<file path="src/rtl/d_sram_to_sram_like_if.sv">
// SRAM-like split-transaction data bus: address phase (req/addr_ok) and
// data phase (data_ok/rdata). The bridge is the master, memory is the slave.
interface d_sram_to_sram_like_if;
  logic        data_req;
  logic        data_wr;
  logic [1:0]  data_size;
  logic [31:0] data_addr;
  logic [31:0] data_wdata;
  logic        data_addr_ok;
  logic [31:0] data_rdata;
  logic        data_data_ok;

  modport master (
    output data_req, data_wr, data_size, data_addr, data_wdata,
    input  data_addr_ok, data_rdata, data_data_ok
  );

  modport slave (
    input  data_req, data_wr, data_size, data_addr, data_wdata,
    output data_addr_ok, data_rdata, data_data_ok
  );
endinterface

</file>
<file path="src/rtl/d_sram_to_sram_like.sv">
// Data-side bridge from the MEM stage's single-cycle SRAM access to the
// split-transaction SRAM-like bus. Stalls the pipeline while an access is
// outstanding and hands load data to MEM/WB in the cycle the stall releases.
module d_sram_to_sram_like #(
  parameter int unsigned TIMEOUT = 255  // DATA-state cycles before bus_err (1..65535)
) (
  input  logic        clk,
  input  logic        rst,               // synchronous, active-low
  input  logic        data_sram_en,
  input  logic [3:0]  data_sram_wen,
  input  logic [31:0] data_sram_addr,
  input  logic [31:0] data_sram_wdata,
  input  logic [1:0]  data_sram_size,
  output logic [31:0] data_sram_rdata,
  input  logic        longest_stall,
  output logic        d_stall,
  output logic        bus_err,
  d_sram_to_sram_like_if.master bus
);

  typedef enum logic [1:0] {
    IDLE = 2'd0,  // address phase: req follows en combinationally
    DATA = 2'd1,  // address accepted, waiting for data_ok
    DONE = 2'd2   // access complete, pipeline still held by another stall
  } state_e;

  localparam logic [15:0] TIMEOUT_W = 16'(TIMEOUT);

  state_e      state_q, state_d;
  logic [31:0] rdata_buf_q, rdata_buf_d;
  logic [15:0] wait_cnt_q, wait_cnt_d;
  logic        bus_err_q, bus_err_d;

  // State, captured load data, timeout counter and sticky error flag.
  always_ff @(posedge clk) begin
    // NOTE: non-blocking assignments so every flop samples pre-edge values.
    if (!rst) begin
      state_q     <= IDLE;
      rdata_buf_q <= '0;
      wait_cnt_q  <= '0;
      bus_err_q   <= 1'b0;
    end else begin
      state_q     <= state_d;
      rdata_buf_q <= rdata_buf_d;
      wait_cnt_q  <= wait_cnt_d;
      bus_err_q   <= bus_err_d;
    end
  end

  // Next-state, load-data capture and DATA-phase timeout counting.
  always_comb begin
    // NOTE: defaults first; every path then assigns every variable, so no latch.
    state_d     = state_q;
    rdata_buf_d = rdata_buf_q;
    wait_cnt_d  = wait_cnt_q;

    case (state_q)
      IDLE: begin
        if (data_sram_en && bus.data_addr_ok) begin
          state_d    = DATA;
          wait_cnt_d = '0;
        end
      end
      DATA: begin
        if (wait_cnt_q != 16'hFFFF) begin
          wait_cnt_d = wait_cnt_q + 16'd1;
        end
        if (bus.data_data_ok) begin
          rdata_buf_d = bus.data_rdata;
          state_d     = longest_stall ? DONE : IDLE;
        end
      end
      DONE: begin
        // The access already finished; only wait for the rest of the pipeline.
        if (!longest_stall) begin
          state_d = IDLE;
        end
      end
      default: state_d = IDLE;
    endcase

    // Error is raised on the edge the counter reaches TIMEOUT; the access
    // itself keeps waiting for data_ok.
    bus_err_d = bus_err_q | ((state_q == DATA) && (wait_cnt_d == TIMEOUT_W));
  end

  // Address-phase request only from IDLE; forced low while in reset.
  assign bus.data_req   = rst && data_sram_en && (state_q == IDLE);
  assign bus.data_wr    = |data_sram_wen;
  assign bus.data_size  = data_sram_size;
  assign bus.data_addr  = data_sram_addr;
  assign bus.data_wdata = data_sram_wdata;

  // Stall while requesting or waiting; release in the data_ok cycle itself.
  assign d_stall = rst && data_sram_en &&
                   ((state_q == IDLE) || ((state_q == DATA) && !bus.data_data_ok));

  // Bypass the buffer in the data_ok cycle so WB sees the data on release.
  assign data_sram_rdata = !rst ? 32'd0 :
                           ((state_q == DATA) && bus.data_data_ok) ? bus.data_rdata
                                                                  : rdata_buf_q;

  assign bus_err = bus_err_q;

endmodule

</file>
<file path="src/flat_wrapper.sv">
// flat-port wrapper written by rule: the top's interface ports become plain ports
module d_sram_to_sram_like_flat 
#(
  parameter int unsigned TIMEOUT = 255                                                
)
  (clk, rst, data_sram_en, data_sram_wen, data_sram_addr, data_sram_wdata, data_sram_size, data_sram_rdata, longest_stall, d_stall, bus_err, bus_data_req, bus_data_wr, bus_data_size, bus_data_addr, bus_data_wdata, bus_data_addr_ok, bus_data_rdata, bus_data_data_ok);
  d_sram_to_sram_like_if bus_i ();
  input  logic clk;
  input  logic rst;
  input  logic data_sram_en;
  input  logic [3:0] data_sram_wen;
  input  logic [31:0] data_sram_addr;
  input  logic [31:0] data_sram_wdata;
  input  logic [1:0] data_sram_size;
  output logic [31:0] data_sram_rdata;
  input  logic longest_stall;
  output logic d_stall;
  output logic bus_err;
  output wire logic [$bits(bus_i.data_req)-1:0] bus_data_req;
  output wire logic [$bits(bus_i.data_wr)-1:0] bus_data_wr;
  output wire logic [$bits(bus_i.data_size)-1:0] bus_data_size;
  output wire logic [$bits(bus_i.data_addr)-1:0] bus_data_addr;
  output wire logic [$bits(bus_i.data_wdata)-1:0] bus_data_wdata;
  input wire logic [$bits(bus_i.data_addr_ok)-1:0] bus_data_addr_ok;
  input wire logic [$bits(bus_i.data_rdata)-1:0] bus_data_rdata;
  input wire logic [$bits(bus_i.data_data_ok)-1:0] bus_data_data_ok;
  assign bus_data_req = bus_i.data_req;
  assign bus_data_wr = bus_i.data_wr;
  assign bus_data_size = bus_i.data_size;
  assign bus_data_addr = bus_i.data_addr;
  assign bus_data_wdata = bus_i.data_wdata;
  assign bus_i.data_addr_ok = bus_data_addr_ok;
  assign bus_i.data_rdata = bus_data_rdata;
  assign bus_i.data_data_ok = bus_data_data_ok;
  d_sram_to_sram_like #(.TIMEOUT(TIMEOUT)) u_core (.clk(clk), .rst(rst), .data_sram_en(data_sram_en), .data_sram_wen(data_sram_wen), .data_sram_addr(data_sram_addr), .data_sram_wdata(data_sram_wdata), .data_sram_size(data_sram_size), .data_sram_rdata(data_sram_rdata), .longest_stall(longest_stall), .d_stall(d_stall), .bus_err(bus_err), .bus(bus_i));
endmodule
</file>
<file path="config.mk">
export PLATFORM = sky130hd
export DESIGN_NAME = d_sram_to_sram_like_flat
export DESIGN_NICKNAME = d
export VERILOG_FILES = /design/src/rtl/d_sram_to_sram_like_if.sv /design/src/rtl/d_sram_to_sram_like.sv /design/src/flat_wrapper.sv
export SDC_FILE = /design/constraint.sdc
export NUM_CORES = 1
export LEC_CHECK = 0
export ABC_CLOCK_PERIOD_IN_PS = 1850
export BUFFER_PORTS_ARGS = -buffer_cell sky130_fd_sc_hd__buf_2
export CAP_MARGIN = 5
export CORE_MARGIN = 4
export CORE_UTILIZATION = 39
export CTS_BUF_LIST = sky130_fd_sc_hd__clkbuf_2 sky130_fd_sc_hd__clkbuf_4 sky130_fd_sc_hd__clkbuf_8
export DETAILED_ROUTE_END_ITERATION = 8
export PLACE_DENSITY = 0.83
export SLEW_MARGIN = 20
export SYNTH_ARGS = -nofsm -noshare
export SYNTH_HDL_FRONTEND = slang
export SYNTH_SLANG_ARGS = --single-unit
</file>
<file path="constraint.sdc">
create_clock -name clk -period 1.85 [get_ports clk]
set_input_delay 0.0925 -clock clk [delete_from_list [all_inputs] [get_ports clk]]
set_output_delay 0.0925 -clock clk [all_outputs]
set_load 0.03 [all_outputs]
</file>
==> flow_metrics.env, run 1 <==
export IMPL_post_route_util_pct=50.6
export IMPL_dpl_cell_count=530
export IMPL_p_switching_w=0.000599
export IMPL_combPwrFrac_pct=15.2
export IMPL_p_seq_share_pct=52.8
export IMPL_async_flop_share_pct=0
export IMPL_yosysSeqAreaShare_pct=33.6
export IMPL_synth_common_cells="a21oi_1, nand2_1, buf_4"
export IMPL_ys_seq_elements=51
export IMPL_outcome="complete, no violations"
export IMPL_place_congestion=0.935
export IMPL_end_kind="flop"
export IMPL_die_h_um=96.3
export IMPL_p_leak_nw=1.52
export IMPL_whs_path_depth=3
export IMPL_cellInternalPower_w=0.00152
export IMPL_synth_edf_count=0
export IMPL_die_w_um=96.3
export IMPL_min_path_type="primary input to flop"
export IMPL_grt_ovfl_total=0
export IMPL_viasPerCell=5.45
export IMPL_slew_headroom_pct=68.1
export IMPL_rows=31
export IMPL_initial_core_util_pct=41.0
export IMPL_place_hpwl_mm=6.07
export IMPL_drc=0
export IMPL_cp_max_fo=4
export IMPL_worst_ep_required_time_ps=2080
export IMPL_drive_gt1_share_pct=47.7
export IMPL_ioPinCount=210
export IMPL_antenna_found_initial=0
export IMPL_ant_nets=0
export IMPL_cts_max_level=2
export IMPL_cts_sinks=51
export IMPL_yosys_cell_count_top_type="a21oi_1"
export IMPL_yosys_warnings=0
export IMPL_dr_pass1_iters=4
export IMPL_netlist_area_mm2=0.00304
export IMPL_instances_no_fill=548
export IMPL_cp_arrival_ps=2060
export IMPL_grt_usage_pct=17.6
export IMPL_cts_buffers_inserted=5
export IMPL_clkPwrFrac_pct=32.0
export IMPL_holdWs_ps=42.7
export IMPL_hold_viol=0
export IMPL_setup_violations=0
export IMPL_num_vias=2985
export IMPL_max_freq_mhz=548
export IMPL_synthFlopType="dfxtp_1"
export IMPL_crit_type="flop to flop"
export IMPL_min_period_over_period_pct=98.7
export IMPL_synth_distinct_cells=50
export IMPL_maxCapViolCount=0
export IMPL_cp_start_kind="flop"
export IMPL_design_area_mm2=0.00375
export IMPL_r2r_worst_path_cells=8
export IMPL_synthToLayoutAreaGrowth_pct=23.2
export IMPL_grt_max_degree=41
export IMPL_initialDrtViolationCount=139
export IMPL_clk_path_buf_depth=2
export IMPL_cts_root_buffer="clkbuf_8"
export IMPL_cts_tree="built"
export IMPL_wl_mm=8.36
export IMPL_wl_per_cell_um=15.2
export IMPL_antenna_cells=0
export IMPL_fp_dieArea_mm2=0.00927
export IMPL_peakVddDrop_uv=387
export IMPL_port_buffer_count=77
export IMPL_core_mm2=0.00741
export IMPL_synth_cells=397
export IMPL_synth_area_leader_cell="dfxtp_1"
export IMPL_worst_pin_slew_ps=472
export IMPL_grt_pass1_wl_mm=13.0
export IMPL_sw_frac_of_total_pct=28.2
export IMPL_clock_latency_ps=310
export IMPL_place_area_mm2=0.00344
export IMPL_finalClockSkew_ps=3.17
export IMPL_synth_top_cells_by_area="dfxtp_1, buf_4, a21oi_1"
export IMPL_min_period_ps=1830
export IMPL_synth_top_area_share_pct=33.6
export IMPL_pre_cts_slack_ps=-137
export IMPL_final_max_slew_viol_count=0
export IMPL_avgSynthCellArea_um2=7.66
export IMPL_rsz0062_at_grt="yes"
export IMPL_synth_nets=506
export IMPL_grt_pass1_vias=2873
export IMPL_layout_nets=557
export IMPL_power_density_mw_per_mm2=567
export IMPL_clk_pin_slew_ps=100
export IMPL_worst_slack_ps=24.3
-- flip-flops by register name, summed over array words and instances, names as in the netlist --
register and cells:
u_core.wait_cnt_q 16, u_core.bus_err 1, u_core.rdata_buf_q 32, u_core.state_q 2
-- final cells by class --
cell class | count | area, µm²
fill | 677 | 3660
multi-input combinational | 253 | 1590
sequential | 51 | 1050
timing repair buffer | 134 | 878
tap | 99 | 124
clock buffer | 6 | 76.3
clock inverter | 2 | 16.3
inverter | 3 | 11.3
-- repair_timing --
action                     CTS  global route
setup endpoints to repair   34            33
setup buffers                4             5
hold buffers                 1             0
gates resized for setup     24            23
hold endpoints to repair     1             0
pin swaps                    6            12
-- cell families (layout without fill, tap and decap cells) --
family,count (synthesis),in the layout,synth area share (%)
AND/OR/NAND/NOR,137,137,22.9
flip-flops,51,51,33.6
adder cells (fa/ha/maj),1,1,0.411
AO/OA/AOI/OAI,114,114,21.7
XOR/XNOR,1,1,0.288
buffers and inverters,93,145,21.1
-- through the flow --
| stage | power (W) | setup TNS, ps |
|---|---|---|
| 2_1_floorplan | 0.00161 | 0 |
| 3_3_place_gp | 0.00145 | -77.2 |
| 3_5_place_dp | 0.00146 | -147 |
| 4_1_cts | 0.00213 | 0 |
| 5_1_grt | 0.00221 | -68.1 |
| 6_report | 0.00212 | 0 |
-- power by group through the flow --
stage          logic, W  registers (W)  clock network (W)
2_1_floorplan  0.000458        0.00115                  0
3_3_place_gp   0.000298        0.00115                  0
3_5_place_dp   0.000307        0.00115                  0
4_1_cts        0.000315        0.00113           0.000692
5_1_grt        0.000348        0.00112           0.000734
6_report       0.000323        0.00112           0.000680
-- cells in the final DEF (no fill, tap or decap), types with 2 or more instances in the layout --
cell / n
and2_1: 6
buf_2: 72
o21ai_0: 8
o21a_1: 2
a31oi_1: 7
buf_12: 4
dfxtp_4: 4
o21ai_1: 3
a21oi_1: 45
inv_1: 2
a41oi_1: 2
nand2_1: 75
nand4_4: 3
buf_4: 54
nor4_1: 3
nand3_1: 6
a22oi_2: 2
a21boi_0: 2
clkbuf_4: 4
dfxtp_2: 13
a21oi_2: 31
and4_4: 2
clkbuf_8: 5
o31ai_1: 4
nand4_1: 4
dfxtp_1: 34
nor2_1: 13
nor3_1: 5
-- final timing paths --
| path | end | start | slack, ps |
|---|---|---|---|
| setup / recovery | u_core.bus_err | u_core.wait_cnt_q[7] | 20 |
| hold / removal | u_core.rdata_buf_q[31] | bus_data_rdata[31] | 40 |
| setup reg to reg | u_core.bus_err | u_core.wait_cnt_q[7] | 20 |
| hold reg to reg | u_core.rdata_buf_q[3] | u_core.rdata_buf_q[3] | 490 |
-- worst max-delay path, stage by stage, from the launching register on --
cell and delay, ps:
dfxtp_4 390, nand4_4 140, buf_4 170, o31ai_4 300, buf_4 180, o31ai_1 100, nor3b_2 170, nand4b_1 130
o31ai_2 170
-- per-layer routing --
layer	wire [µm]	GRT usage, %	vias to the layer above
li1	-	-	1419
met1	3390	20.3	1365
met2	4060	30.4	170
met3	672	4.53	31
met4	239	7.83	0
met5	0	0	-
No activity file was read; power rests on OpenSTA's default activity.
==> inputs of run 2 (changes only) <==
Settings changed: ABC_AREA from default to 1, CORE_MARGIN 4 to 5, CORE_UTILIZATION 39 to 40, PLACE_DENSITY 0.83 to 0.84.
==> run 2 against run 1 <==
Synthesized area is 6.5% higher. Hold slack gained 19 ps. Combinational power is 13% lower. Synthesized cell count is 24% higher. Flip-flop and latch count did not move. Critical path depth decreased by 2. First-iteration DRC count is 30% higher. Sequential power is essentially flat. Clock power fell by 2%. Global-route usage is 3.0 points lower. Largest cell class unchanged. Highest routed layer unchanged.
==> flow_metrics.env, run 2 <==
export IMPL_final_common_cell="nand2_1"
export IMPL_synth_common_cells="nand2_1, a21oi_1, buf_4"
export IMPL_cts_max_level=2
export IMPL_wl_per_cell_um=12.4
export IMPL_wl_mm=7.56
export IMPL_max_freq_mhz=563
export IMPL_ys_seq_elements=51
export IMPL_final_max_slew_viol_count=0
export IMPL_top_layer="met4"
export IMPL_synth_top_cells_by_area="dfxtp_1, buf_4, nand2_1"
export IMPL_min_period_over_period_pct=95.9
export IMPL_core_mm2=0.00781
export IMPL_power_w=0.00207
export IMPL_synthToLayoutAreaGrowth_pct=7.23
export IMPL_ant_nets=0
export IMPL_grt_pass1_wl_mm=12.4
export IMPL_rows=32
export IMPL_largest_register_ffs=32
export IMPL_port_buffer_count=77
export IMPL_netlist_area_mm2=0.00324
export IMPL_grt_max_degree=84
export IMPL_clock_latency_ps=310
export IMPL_top_regs="u_core.rdata_buf_q: 32 flops, u_core.wait_cnt_q: 16 flops, u_core.state_q: 2 flops"
export IMPL_clk_path_buf_depth=2
export IMPL_wl_met3_um=640
export IMPL_synth_nets=602
export IMPL_outcome="complete, no violations"
export IMPL_worst_ep_required_time_ps=1760
export IMPL_hold_viol=0
export IMPL_ioPinCount=210
export IMPL_drc=0
export IMPL_die_w_um=100
export IMPL_avgSynthCellArea_um2=6.57
export IMPL_initial_core_util_pct=41.5
export IMPL_r2r_worst_path_cells=13
export IMPL_whs_path_depth=3
export IMPL_cp_arrival_ps=1680
export IMPL_cts_sinks=51
export IMPL_layout_nets=613
export IMPL_antenna_cells=0
export IMPL_viasPerCell=5.06
export IMPL_async_flop_share_pct=0
export IMPL_hold_buffers=0
export IMPL_place_congestion=0.950
export IMPL_yosysSeqAreaShare_pct=31.5
export IMPL_synth_area_leader_cell="dfxtp_1"
export IMPL_place_area_mm2=0.00327
export IMPL_post_route_util_pct=44.5
export IMPL_power_density_mw_per_mm2=596
export IMPL_dr_pass1_iters=4
export IMPL_grt_usage_pct=14.6
export IMPL_cp_max_fo=24
export IMPL_top_register="u_core.rdata_buf_q"
export IMPL_cts_tree="built"
export IMPL_maxCapViolCount=0
export IMPL_crit_type="flop to primary output"
export IMPL_worst_pin_slew_ps=390
export IMPL_worstReg2RegStart="u_core.wait_cnt_q[0]"
export IMPL_fp_dieArea_mm2=0.00999
export IMPL_p_leak_nw=1.53
export IMPL_grt_pass1_vias=2917
export IMPL_synthFlopType="dfxtp_1"
export IMPL_cts_buffers_inserted=5
export IMPL_slew_headroom_pct=74.0
export IMPL_synth_top_area_share_pct=31.5
export IMPL_grt_ovfl_total=0
export IMPL_hold_end="u_core.state_q[1]"
export IMPL_end_kind="primary output"
export IMPL_synth_distinct_cells=26
export IMPL_drt_met1_wl_mm=3.12
export IMPL_yosys_warnings=0
export IMPL_setup_violations=0
export IMPL_layout_common_cells="nand2_1, a21oi_1, buf_2, nand3_1, dfxtp_1"
export IMPL_min_from="longest_stall"
export IMPL_finalClockSkew_ps=8.93
export IMPL_min_period_ps=1770
export IMPL_peakVddDrop_uv=578
export IMPL_reg2reg_to="u_core.bus_err"
export IMPL_synth_cells=493
export IMPL_min_path_type="primary input to flop"
export IMPL_antenna_found_initial=0
export IMPL_cp_start_kind="flop"
export IMPL_yosys_cell_count_top_type="nand2_1"
export IMPL_synth_edf_count=0
export IMPL_clk_pin_slew_ps=90
export IMPL_dr_wl_met2_mm=3.45
export IMPL_num_vias=3074
export IMPL_design_area_mm2=0.00347
export IMPL_cts_root_buffer="clkbuf_8"
export IMPL_drive_gt1_share_pct=27.9
export IMPL_place_hpwl_mm=5.54
export IMPL_rrSetupSlack_ps=100
export IMPL_die_h_um=100
export IMPL_initialDrtViolationCount=181
[run 2: changes by cell type in the layout (fill, tap and decap cells not counted), sizes merged, moves of 6 or more]
| cell | previous run | this run |
|---|---|---|
| nor2 | 13 | 39 |
| a21oi | 76 | 84 |
| o31ai | 6 | 0 |
| and2 | 7 | 0 |
| buf | 130 | 89 |
| nand2 | 75 | 123 |
| nand3 | 7 | 52 |
| inv | 4 | 36 |
[run 2: logic make-up after synthesis]
family | share of synthesized area [%]
fa+ha+maj | 0.386
simple gates | 30.1
buf+inv | 22.4
compound gates | 14.8
xor+xnor | 0.812
flops | 31.5
[run 2: stage by stage]
| step | setup TNS, ps | hold WS [ps] | worst slack, ps | instances |
|---|---|---|---|---|
| 2_1_floorplan | 0 | 260 | 73.7 | 493 |
| 3_3_place_gp | 0 | 185 | 89.8 | 596 |
| 3_5_place_dp | 0 | 185 | 37.6 | 596 |
| 4_1_cts | 0 | 64.3 | 20.1 | 606 |
| 5_1_grt | -37.5 | 72.1 | -22.0 | 607 |
| 6_report | 0 | 61.3 | 75.3 | 607 |
[run 2: timing repair]
action                                  4_1_cts  5_1_grt
gates resized for setup                       1       34
gates cloned                                  0        0
hold endpoints to repair                      0        0
pin swaps                                     1        2
endpoints found under the setup margin       25       29
buffers inserted                              2        1
[run 2: metal layers]
metal	global-route usage [%]	vias to the layer above
li1	-	1550
met1	17.0	1354
met2	24.2	123
met3	3.61	47
met4	8.61	0
met5	0	-
[run 2: area by class of cell]
type                       count  area (µm²)
inverter                      36         135
clock inverter                 2        16.3
timing repair buffer          92         544
multi-input combinational    318        1530
clock buffer                   6        76.3
fill                         760        4340
sequential                    51        1040
tap                          102         128
[run 2: worst max-delay path by stage]
stage | endpoint | slack (ps) | startpoint | cells after the start
floorplan | data_sram_rdata[3] | 70 | u_core.state_q[0] | 6
global placement | u_core.bus_err | 90 | u_core.wait_cnt_q[0] | 13
detailed placement | u_core.bus_err | 40 | u_core.wait_cnt_q[0] | 13
CTS | data_sram_rdata[0] | 20 | u_core.state_q[0] | 6
global route | u_core.bus_err | -20 | u_core.wait_cnt_q[12] | 14
finish | data_sram_rdata[31] | 80 | u_core.state_q[0] | 6
[run 2: power breakdown]
group	total (W)	switching (W)	internal, W
combinational	0.000282	0.000179	0.000102
clock	0.000665	0.000378	0.000287
sequential	0.00112	0.00000835	0.00112
total	0.00207	0.000565	0.00150
[run 2: worst max-delay path, stage by stage, from the launching register on]
cell	delay [ps]
dfxtp_2	360
inv_1	100
nor2_4	190
buf_12	190
nand3_1	100
a21oi_1	200
clkbuf_4	220
==> inputs of run 3 (changes only) <==
Settings changed: ABC_AREA 1 to 0, CORE_UTILIZATION 40 to 39, PLACE_DENSITY 0.84 to 0.83.
==> run 3 against run 2 <==
Combinational power is 15% higher. Cell area is 10% higher. Largest power group unchanged. Largest cell class unchanged. First-iteration DRC count is 15% lower. Clock skew hardly changed. Non-clock buffer count is 42 higher. Power is 3.0% higher. Die area is 3.3% lower. Setup slack worse by 180 ps. The run now ends with setup timing left.
==> flow_metrics.env, run 3 (synthesized netlist as in run 1, its figures left out) <==
export IMPL_rows=32
export IMPL_path_cells="ha_4, and3_4, o21ai_0, a21boi_0, a311oi_2, buf_4, buf_4, buf_4, buf_4, buf_6, nor2_4"
export IMPL_cp_arrival_ps=2160
export IMPL_path_common_cell="buf_4"
export IMPL_combPwrFrac_pct=15.2
export IMPL_cellInternalPower_w=0.00151
export IMPL_rsz0062_at_grt="yes"
export IMPL_initialDrtViolationCount=153
export IMPL_cts_max_level=2
export IMPL_worst_slack_ps=-109
export IMPL_finalClockSkew_ps=8.82
export IMPL_max_freq_mhz=511
export IMPL_fp_dieArea_mm2=0.00966
export IMPL_layout_common_cells="nand2_1, buf_4, buf_2, a21oi_1, dfxtp_1"
export IMPL_drive_gt1_share_pct=48.8
export IMPL_largest_register_ffs=32
export IMPL_power_density_mw_per_mm2=557
export IMPL_grt_usage_pct=16.3
export IMPL_die_h_um=98.3
export IMPL_viasPerCell=5.43
export IMPL_grt_pass1_wl_mm=13.4
export IMPL_synthToLayoutAreaGrowth_pct=26.0
export IMPL_crit_path_end="u_core.wait_cnt_q[15]"
export IMPL_rrSetupSlack_ps=-110
export IMPL_cp_max_fo=6
export IMPL_cts_sinks=51
export IMPL_p_leak_nw=1.49
export IMPL_worstReg2RegStart="u_core.wait_cnt_q[1]"
export IMPL_clk_pin_slew_ps=100
export IMPL_worst_pin_slew_ps=370
export IMPL_port_buffer_count=77
export IMPL_grt_pass1_vias=2951
export IMPL_end_kind="flop"
export IMPL_clock_latency_ps=310
export IMPL_initial_core_util_pct=39.8
export IMPL_num_vias=2991
export IMPL_drc=0
export IMPL_max_stage_delay_ps=350
export IMPL_place_congestion=0.995
export IMPL_hold_viol=0
export IMPL_outcome="complete, but fails checks"
export IMPL_ant_nets=0
export IMPL_min_period_over_period_pct=106
export IMPL_grt_ovfl_total=0
export IMPL_top_regs="u_core.rdata_buf_q: 32 flops, u_core.wait_cnt_q: 16 flops, u_core.state_q: 2 flops"
export IMPL_setup_violations=2
export IMPL_cts_buffers_inserted=5
export IMPL_grt_max_degree=48
export IMPL_clk_path_buf_depth=2
export IMPL_multi_input_area_mm2=0.00162
export IMPL_wl_per_cell_um=15.1
export IMPL_maxCapViolCount=0
export IMPL_worst_ep_required_time_ps=2060
export IMPL_design_area_mm2=0.00383
export IMPL_reg2reg_to="u_core.wait_cnt_q[15]"
export IMPL_ff_latch_area_mm2=0.00105
export IMPL_place_hpwl_mm=5.92
export IMPL_layout_nets=557
export IMPL_pre_cts_slack_ps=-200
export IMPL_final_common_cell="nand2_1"
export IMPL_cts_tree="built"
export IMPL_wl_mm=8.31
export IMPL_violations="setup timing"
export IMPL_clkPwrFrac_pct=32.1
export IMPL_die_w_um=98.3
export IMPL_ioPinCount=210
export IMPL_fillers=683
export IMPL_min_period_ps=1960
export IMPL_place_area_mm2=0.00343
export IMPL_antenna_found_initial=0
export IMPL_cp_startpoint="u_core.wait_cnt_q[1]"
export IMPL_sw_frac_of_total_pct=29.0
export IMPL_slowest_stage="dfxtp_2"
export IMPL_peakVddDrop_uv=432
export IMPL_slew_headroom_pct=75.1
export IMPL_top_register="u_core.rdata_buf_q"
export IMPL_cts_root_buffer="clkbuf_8"
export IMPL_cp_start_kind="flop"
export IMPL_dr_pass1_iters=4
export IMPL_min_path_type="primary input to flop"
export IMPL_p_seq_share_pct=52.6
export IMPL_power_w=0.00213
export IMPL_antenna_cells=0
export IMPL_final_max_slew_viol_count=0
export IMPL_crit_type="flop to flop"
export IMPL_r2r_worst_path_cells=11
export IMPL_p_switching_w=0.000618
export IMPL_core_mm2=0.00765
[run 3: cell types whose count changed in the layout (fill, tap and decap cells not counted), moves of 6 or more]
cell / previous run / this run
a21oi_1: 82 / 44
a21oi_2: 2 / 32
and2_1: 0 / 6
buf_2: 73 / 50
buf_4: 12 / 55
clkbuf_4: 4 / 22
inv_1: 31 / 2
nand2_1: 118 / 74
nand3_1: 48 / 4
nor2_1: 30 / 11
[run 3: per-layer routing]
metal  global-route usage, %  routed length (µm)  up-vias
li1                        -                   -     1415
met5                       0                   0        -
met2                    26.4                3930      144
met1                    19.3                3250     1399
met4                    8.19                 276        0
met3                    5.29                 850       33
[run 3: how the worst min path moves through the flow]
stage / slack, ps / startpoint / endpoint / cells after the start
2_1_floorplan: 220 / longest_stall / u_core.state_q[1] / 2
4_1_cts: 30 / bus_data_rdata[0] / u_core.rdata_buf_q[0] / 3
3_3_place_gp: 190 / data_sram_addr[16] / bus_data_addr[16] / 0
6_report: 40 / bus_data_rdata[0] / u_core.rdata_buf_q[0] / 3
3_5_place_dp: 190 / data_sram_addr[16] / bus_data_addr[16] / 0
5_1_grt: 50 / bus_data_rdata[25] / u_core.rdata_buf_q[25] / 3
[run 3: through the flow]
stage,hold slack [ps],util (%),setup TNS [ps],cells
after floorplan,218,-,0,397
after global placement,185,44.9,-138,533
after detailed placement,185,44.9,-200,533
after CTS,29.0,48.0,-157,550
after global routing,54.9,50.1,-1590,551
final,38.3,50.1,-200,551
[run 3: cell type report]
| type | count | share of cell area, % |
|---|---|---|
| well taps | 102 | 3.33 |
| inverters | 3 | 0.294 |
| flip-flops and latches | 51 | 27.4 |
| repair buffers | 134 | 24.3 |
| clock buffers | 5 | 1.80 |
| clock inverters | 3 | 0.588 |
| multi-input cells | 253 | 42.3 |
[run 3: critical path: cells and delay by family (launching register included)]
family,cells,cell delay [ps]
DFF,1,350
buffers and inverters,5,540
AOI/OAI and AO/OA,3,580
and+or+nand+nor,2,200
adders and majority gates,1,170
[run 3: power by group through the flow]
stage | sequential, W | clock, W | combinational (W)
CTS | 0.00113 | 0.000703 | 0.000312
floorplan | 0.00115 | 0 | 0.000458
finish | 0.00112 | 0.000686 | 0.000324
global route | 0.00113 | 0.000744 | 0.000353
global placement | 0.00115 | 0 | 0.000297
detailed placement | 0.00115 | 0 | 0.000303
[run 3: what timing repair did]
item | 4_1_cts | 5_1_grt
gates resized for setup | 30 | 49
endpoints found under the setup margin | 33 | 33
cloned | 0 | 0
hold endpoints to repair | 1 | 0
hold buffers | 1 | 0
pin swaps | 9 | 9
buffers inserted | 8 | 1
